<file path="config.mk">
export PLATFORM = sky130hd
export DESIGN_NAME = chan_fifo
export DESIGN_NICKNAME = d
export VERILOG_FILES = /design/src/rtl/chan_fifo.sv
export SDC_FILE = /design/constraint.sdc
export NUM_CORES = 1
export LEC_CHECK = 0
export BUFFER_PORTS_ARGS = -buffer_cell sky130_fd_sc_hd__buf_2
export CAP_MARGIN = 0
export CORE_ASPECT_RATIO = 0.7
export CORE_MARGIN = 1.5
export CORE_UTILIZATION = 40
export CTS_CLUSTER_DIAMETER = 50
export DETAILED_ROUTE_END_ITERATION = 10
export MAX_ROUTING_LAYER = met4
export PLACE_DENSITY_LB_ADDON = 0.2
export SETUP_SLACK_MARGIN = 0.3
export SLEW_MARGIN = 5
export SYNTH_ARGS = -nofsm -noshare
export SYNTH_HDL_FRONTEND = slang
export SYNTH_SLANG_ARGS = --single-unit
</file>
<file path="constraint.sdc">
create_clock -name clk -period 10.9 [get_ports clk]
set_input_delay 0.545 -clock clk [delete_from_list [all_inputs] [get_ports clk]]
set_output_delay 0.545 -clock clk [all_outputs]
set_load 0.005 [all_outputs]
</file>
<file path="src/rtl/chan_fifo.sv">
// chan_fifo: single-clock channel FIFO for buffered Argo channels.
// Words are written into an inferred dual-port RAM with a registered read
// port and drained in order through a two-entry staging buffer (head + skid).
// Optional feature macro: CHAN_FIFO_COUNT_EN exposes the occupancy as port 'count'.
module chan_fifo #(
    parameter int ADDR_WIDTH = 3,
    parameter int DATA_WIDTH = 32
) (
    input  logic                  clk,
    input  logic                  rst_n,
    input  logic                  in_valid,
    output logic                  in_ready,
    input  logic [DATA_WIDTH-1:0] in_data,
    output logic                  out_valid,
    input  logic                  out_ready,
    output logic [DATA_WIDTH-1:0] out_data
`ifdef CHAN_FIFO_COUNT_EN
    ,
    output logic [ADDR_WIDTH:0]   count
`endif
);

    localparam int DEPTH = 1 << ADDR_WIDTH;
    localparam logic [ADDR_WIDTH:0] DEPTH_CNT = (ADDR_WIDTH + 1)'(DEPTH);

    // Storage and pointers
    logic [DATA_WIDTH-1:0] mem [DEPTH];
    logic [DATA_WIDTH-1:0] ram_q;
    logic [ADDR_WIDTH-1:0] wr_ptr;
    logic [ADDR_WIDTH-1:0] rd_ptr;

    // Bookkeeping: total occupancy and words still sitting unread in RAM
    logic [ADDR_WIDTH:0]   occupancy;
    logic [ADDR_WIDTH:0]   occupancy_next;
    logic [ADDR_WIDTH:0]   unread;
    logic [ADDR_WIDTH:0]   unread_next;

    // A RAM read issued last cycle whose data is now on ram_q
    logic                  pending;

    // Output staging: head drives the receiver, skid catches an extra word
    logic                  head_valid;
    logic [DATA_WIDTH-1:0] head_data;
    logic                  skid_valid;
    logic [DATA_WIDTH-1:0] skid_data;
    logic                  head_valid_next;
    logic [DATA_WIDTH-1:0] head_data_next;
    logic                  skid_valid_next;
    logic [DATA_WIDTH-1:0] skid_data_next;

    logic                  push;
    logic                  pop;
    logic                  issue;
    logic [2:0]            in_flight;

    assign push      = in_valid && in_ready;
    assign pop       = head_valid && out_ready;
    assign out_valid = head_valid;
    assign out_data  = head_data;

`ifdef CHAN_FIFO_COUNT_EN
    assign count = occupancy;
`endif

    // Decide whether a RAM read may be issued: staged words plus the read in
    // flight, minus the word leaving now, must leave room for one more.
    always_comb begin
        in_flight = {2'b00, head_valid} + {2'b00, skid_valid}
                  + {2'b00, pending} - {2'b00, pop};
        issue     = (unread != '0) && (in_flight < 3'd2);
    end

    // Occupancy and unread counters move by at most one in each direction per edge
    always_comb begin
        occupancy_next = occupancy;
        unread_next    = unread;
        if (push && !pop) begin
            occupancy_next = occupancy + 1'b1;
        end else if (pop && !push) begin
            occupancy_next = occupancy - 1'b1;
        end
        if (push && !issue) begin
            unread_next = unread + 1'b1;
        end else if (issue && !push) begin
            unread_next = unread - 1'b1;
        end
    end

    // Staging update: on pop the skid advances, and returning RAM data fills
    // the first free slot (head if empty or leaving, otherwise skid).
    always_comb begin
        head_valid_next = head_valid;
        head_data_next  = head_data;
        skid_valid_next = skid_valid;
        skid_data_next  = skid_data;
        if (pop) begin
            if (skid_valid) begin
                head_valid_next = 1'b1;
                head_data_next  = skid_data;
                if (pending) begin
                    skid_valid_next = 1'b1;
                    skid_data_next  = ram_q;
                end else begin
                    skid_valid_next = 1'b0;
                end
            end else if (pending) begin
                head_valid_next = 1'b1;
                head_data_next  = ram_q;
            end else begin
                head_valid_next = 1'b0;
            end
        end else if (pending) begin
            if (!head_valid) begin
                head_valid_next = 1'b1;
                head_data_next  = ram_q;
            end else begin
                skid_valid_next = 1'b1;
                skid_data_next  = ram_q;
            end
        end
    end

    // RAM array with registered read; contents are never reset or exposed directly
    always_ff @(posedge clk) begin
        if (push) begin
            mem[wr_ptr] <= in_data;
        end
        if (issue) begin
            ram_q <= mem[rd_ptr];
        end
    end

    // Control state: pointers, counters, read-pending flag and staging buffer
    always_ff @(posedge clk or negedge rst_n) begin
        if (!rst_n) begin
            wr_ptr     <= '0;
            rd_ptr     <= '0;
            occupancy  <= '0;
            unread     <= '0;
            in_ready   <= 1'b0;
            pending    <= 1'b0;
            head_valid <= 1'b0;
            head_data  <= '0;
            skid_valid <= 1'b0;
            skid_data  <= '0;
        end else begin
            if (push) begin
                wr_ptr <= wr_ptr + 1'b1;
            end
            if (issue) begin
                rd_ptr <= rd_ptr + 1'b1;
            end
            occupancy  <= occupancy_next;
            unread     <= unread_next;
            in_ready   <= (occupancy_next != DEPTH_CNT);
            pending    <= issue;
            head_valid <= head_valid_next;
            head_data  <= head_data_next;
            skid_valid <= skid_valid_next;
            skid_data  <= skid_data_next;
        end
    end

endmodule

</file>
==> metrics.md <==
| Metric | Value |
|---|---|
| Count of input and output buffers | `69` |
| Worst Setup Path Type | `reg -> reg` |
| Post-synthesis sequential area ratio | `0.752` |
| Data required time of the critical path | `11.32 ns` |
| FMAX | `274 MHz` |
| Post-detailed-route wirelength per cell | `21.4 µm` |
| Post-Place Cells | `1233` |
| Mapped Avg Cell Area | `20.0 µm²` |
| Category of the worst setup path launch point | `register` |
| Type of destination of the critical path | `register` |
| Slowest cell on the critical path | `sky130_fd_sc_hd__buf_4` |
| Hold path startpoint | `in_data[7]` |
| Synth unique cells | `37` |
| Maximum number of pins on one net before global-route repair | `67` |
| Setup repair after global routing missed its margin | `false` |
| Maximum vdd drop | `0.157 mV` |
| Area used by sequential logic in the layout | `10700 µm²` |
| Max Slew Vio Count | `0` |
| Final HPWL from detailed placement | `14700 µm` |
| Wire length of the first global-routing pass | `43000 µm` |
| Max FO, Critical Path | `37` |
| Status | `finished clean` |
| Number of cell rows | `57` |
| Root buffer cell | `sky130_fd_sc_hd__clkbuf_16` |
| Leakage power | `5.82 nW` |
| Die Height | `161 µm` |
| Fill cell total of the finished layout | `2872` |
| Number of detailed-route iterations in the first pass | `4` |
| Crit path largest cell delay | `0.52 ns` |
| Cell count after synthesis | `710` |
| Die area | `36700 µm²` |
| Remaining Overflow, GRT | `0` |
| Buffering stage count on the worst path with inverters included | `3` |
| Drt via density | `5.14` |
| Setup-violating endpoint count in the final report | `0` |
| Initial core utilization | `0.408` |
| Final instance count without filler cells | `1308` |
| End of the worst register-to-register path | `unread[3]$_DFFE_PN0P_` |
| Pwr Total | `4.90 mW` |
| Horizontal die dimension | `228 µm` |
| Clock Latency Late Sink | `0.53 ns` |
| Number of H-tree branching levels | `2` |
| Remaining routing DRC violations | `0` |
| Last weighted congestion value of the routability-driven placer | `0.732` |
| Count of maximum capacitance violations | `0` |
| Fin Setup TNS | `0 ns` |
| Routed WL | `28000 µm` |
| Depth of the worst register-to-register path | `16` |
| Worst hold path type | `in -> reg` |
| CTS tree | `done` |
| Total number of vias | `6725` |
| Layout overhead on the synthesized area | `15.6%` |
| Final net count | `850` |
| Area of the multi-input gates | `3390 µm²` |
| Number of buffers on the longest clock path | `3` |
| Initial antenna violation count | `3` |
| Endpoints failing hold | `0` |
| Crit share post-route | `0.334` |
| CTS buffer count | `39` |
| CP dominant cell by count | `sky130_fd_sc_hd__ha_1` |
| DRC marker count from the first detailed-route iteration | `466` |
| Syn Std Cell Area | `14200 µm²` |
| Endpoint of the worst hold-timing path | `mem[3][7]$_DFFE_PP_` |
| Post-CTS setup repair buffer count | `0` |
| Setup slack after placement | `7.00 ns` |
| Crit path max-delay family | `adder cells` |
| Remaining antenna violation count after routing | `0` |
| Number of global-route vias before repair | `7076` |
| Flop-to-flop setup slack | `7.25 ns` |
| Pwr dens | `298 nW/µm²` |
| Cell Chain, Critical Path | `nand2_2, ha_1, ha_1, a21oi_1, xnor2_1, nor2_4, buf_4, inv_1, ha_1, inv_1, ha_1, a21o_1, a21oi_1, xnor2_1, nor2_1, xor2_1` |
| Number of instances on the worst hold path | `1` |
| Final worst clock skew | `0.0197 ns` |
| Number of nets in the synthesized netlist | `757` |
| Boundary Pins | `70` |
| Number of clock sinks | `370` |
| Synthesized flop and latch total | `370` |
| Worst-margin pin slew | `1.10 ns` |
| Arr. time, crit path | `4.06 ns` |
| Clock Pin Slew Worst Setup and Hold Paths | `0.06 ns` |
| Max-slew headroom at the worst pin | `0.266` |
| Count of warnings emitted by yosys | `0` |
| Total Routing Usage GR | `0.162` |
| Fraction of layout cells with a size suffix above 1 | `0.329` |
| Worst flop-to-flop path startpoint | `out_valid$_DFFE_PN0P_` |
| Final min period | `3.65 ns` |
| Core Box Area | `34900 µm²` |
| Number of logic stages on the critical path including buffering | `16` |
| Crit path setup slack, layout | `7.25 ns` |
power by group:
part | total (mW) | switching (mW) | internal [mW]
Clock | 1.28 | 0.531 | 0.752
Sequential | 2.26 | 0.275 | 1.99
Combinational | 1.36 | 0.684 | 0.673
Total | 4.90 | 1.49 | 3.41
flip-flops by register name, indices dropped and copies added (netlist names), 3 cells and up:
signal,flops
out_data,32
ram_q,32
mem,256
rd_ptr,3
unread,4
occupancy,4
skid_data,32
wr_ptr,3
timing repair:
action | 4_1_cts | 5_1_grt
hold buffers | 1 | 0
setup endpoints to repair | 0 | 0
endpoints found under the hold margin | 15 | 0
resized for setup | 0 | 0
how the worst max path moves through the flow:
| stage | from | to | slack [ns] |
|---|---|---|---|
| global placement | out_ready | unread[3]$_DFFE_PN0P_ | 7.17 |
| global route | out_valid$_DFFE_PN0P_ | unread[3]$_DFFE_PN0P_ | 6.98 |
| CTS | out_valid$_DFFE_PN0P_ | unread[3]$_DFFE_PN0P_ | 7.20 |
| detailed placement | out_ready | unread[3]$_DFFE_PN0P_ | 7.00 |
| finish | out_valid$_DFFE_PN0P_ | unread[3]$_DFFE_PN0P_ | 7.25 |
| floorplan | out_ready | unread[3]$_DFFE_PN0P_ | 6.47 |
cells in the final DEF, fill, tap and decap left out, types with 5 or more instances in the layout:
cell / n
sky130_fd_sc_hd__clkbuf_8: 5
sky130_fd_sc_hd__mux2i_1: 32
sky130_fd_sc_hd__buf_4: 14
sky130_fd_sc_hd__edfxtp_1: 288
sky130_fd_sc_hd__inv_1: 7
sky130_fd_sc_hd__a21oi_1: 35
sky130_fd_sc_hd__nand2_1: 11
sky130_fd_sc_hd__nor2_4: 9
sky130_fd_sc_hd__ha_1: 10
sky130_fd_sc_hd__clkinv_2: 5
sky130_fd_sc_hd__nor2_1: 36
sky130_fd_sc_hd__o21ai_0: 5
sky130_fd_sc_hd__mux4_2: 64
sky130_fd_sc_hd__clkbuf_16: 41
sky130_fd_sc_hd__mux2_1: 19
sky130_fd_sc_hd__xnor2_1: 7
sky130_fd_sc_hd__buf_2: 68
sky130_fd_sc_hd__mux2_2: 47
sky130_fd_sc_hd__dfrtp_1: 79
sky130_fd_sc_hd__clkbuf_1: 9
kinds of logic (layout without fill, tap and decap cells):
kind of cell	after synthesis	count (layout)	synth area share
adder cells (fa/ha/maj)	11	11	0.0102
multiplexers	162	162	0.176
XOR/XNOR	11	11	0.00730
AO/OA/AOI/OAI	46	46	0.0178
buffers and inverters	39	162	0.0143
AND/OR/NAND/NOR	71	71	0.0220
other	0	3	0
flip-flops	370	370	0.752
through the flow:
step,hold slack (ns),area (µm²),utilization
3_3_place_gp,0.462,15200,0.435
4_1_cts,0.246,16400,0.471
2_1_floorplan,0.249,14200,-
6_report,0.272,16400,0.471
3_5_place_dp,0.475,15200,0.435
5_1_grt,0.268,16400,0.471
final cells by class:
cell class | instances | area share
antenna | 3 | 0.000457
clock buffer | 55 | 0.0686
clock inverter | 16 | 0.00769
inverter | 8 | 0.00183
multi-input combinational | 301 | 0.206
sequential | 370 | 0.651
tap | 472 | 0.0359
timing repair buffer | 83 | 0.0277
layer usage:
layer  GRT usage  wire (µm)  vias up
met5           -          0        -
met4      0.0439        510        0
met3      0.0337       1260       45
li1            -          -     2994
met1       0.220      12900     3566
met2       0.249      13300      120
cells in the mapped netlist (all sizes together):
master / count / area, µm²
edfxtp: 288 / 8650
or2b: 1 / 7.51
ha: 10 / 125
or4b: 1 / 10.0
a21oi: 36 / 184
nor2: 45 / 176
o21ai: 5 / 25.0
xor2: 3 / 26.3
inv: 8 / 30.0
mux2: 66 / 743
o22ai: 1 / 6.26
dfrtp: 82 / 2050
a22o: 1 / 8.76
nand2b: 4 / 25.0
a21o: 1 / 7.51
a22oi: 1 / 12.5
clkbuf: 11 / 41.3
mux4: 64 / 1440
nor4b: 1 / 8.76
xnor2: 8 / 77.6
nand2: 14 / 57.6
nor4: 1 / 6.26
buf: 20 / 133
nor3: 3 / 15.0
fa: 1 / 20.0
mux2i: 32 / 320
o32ai: 1 / 8.76
and3: 1 / 6.26
Note: power is estimated with default switching activity, not from simulation.
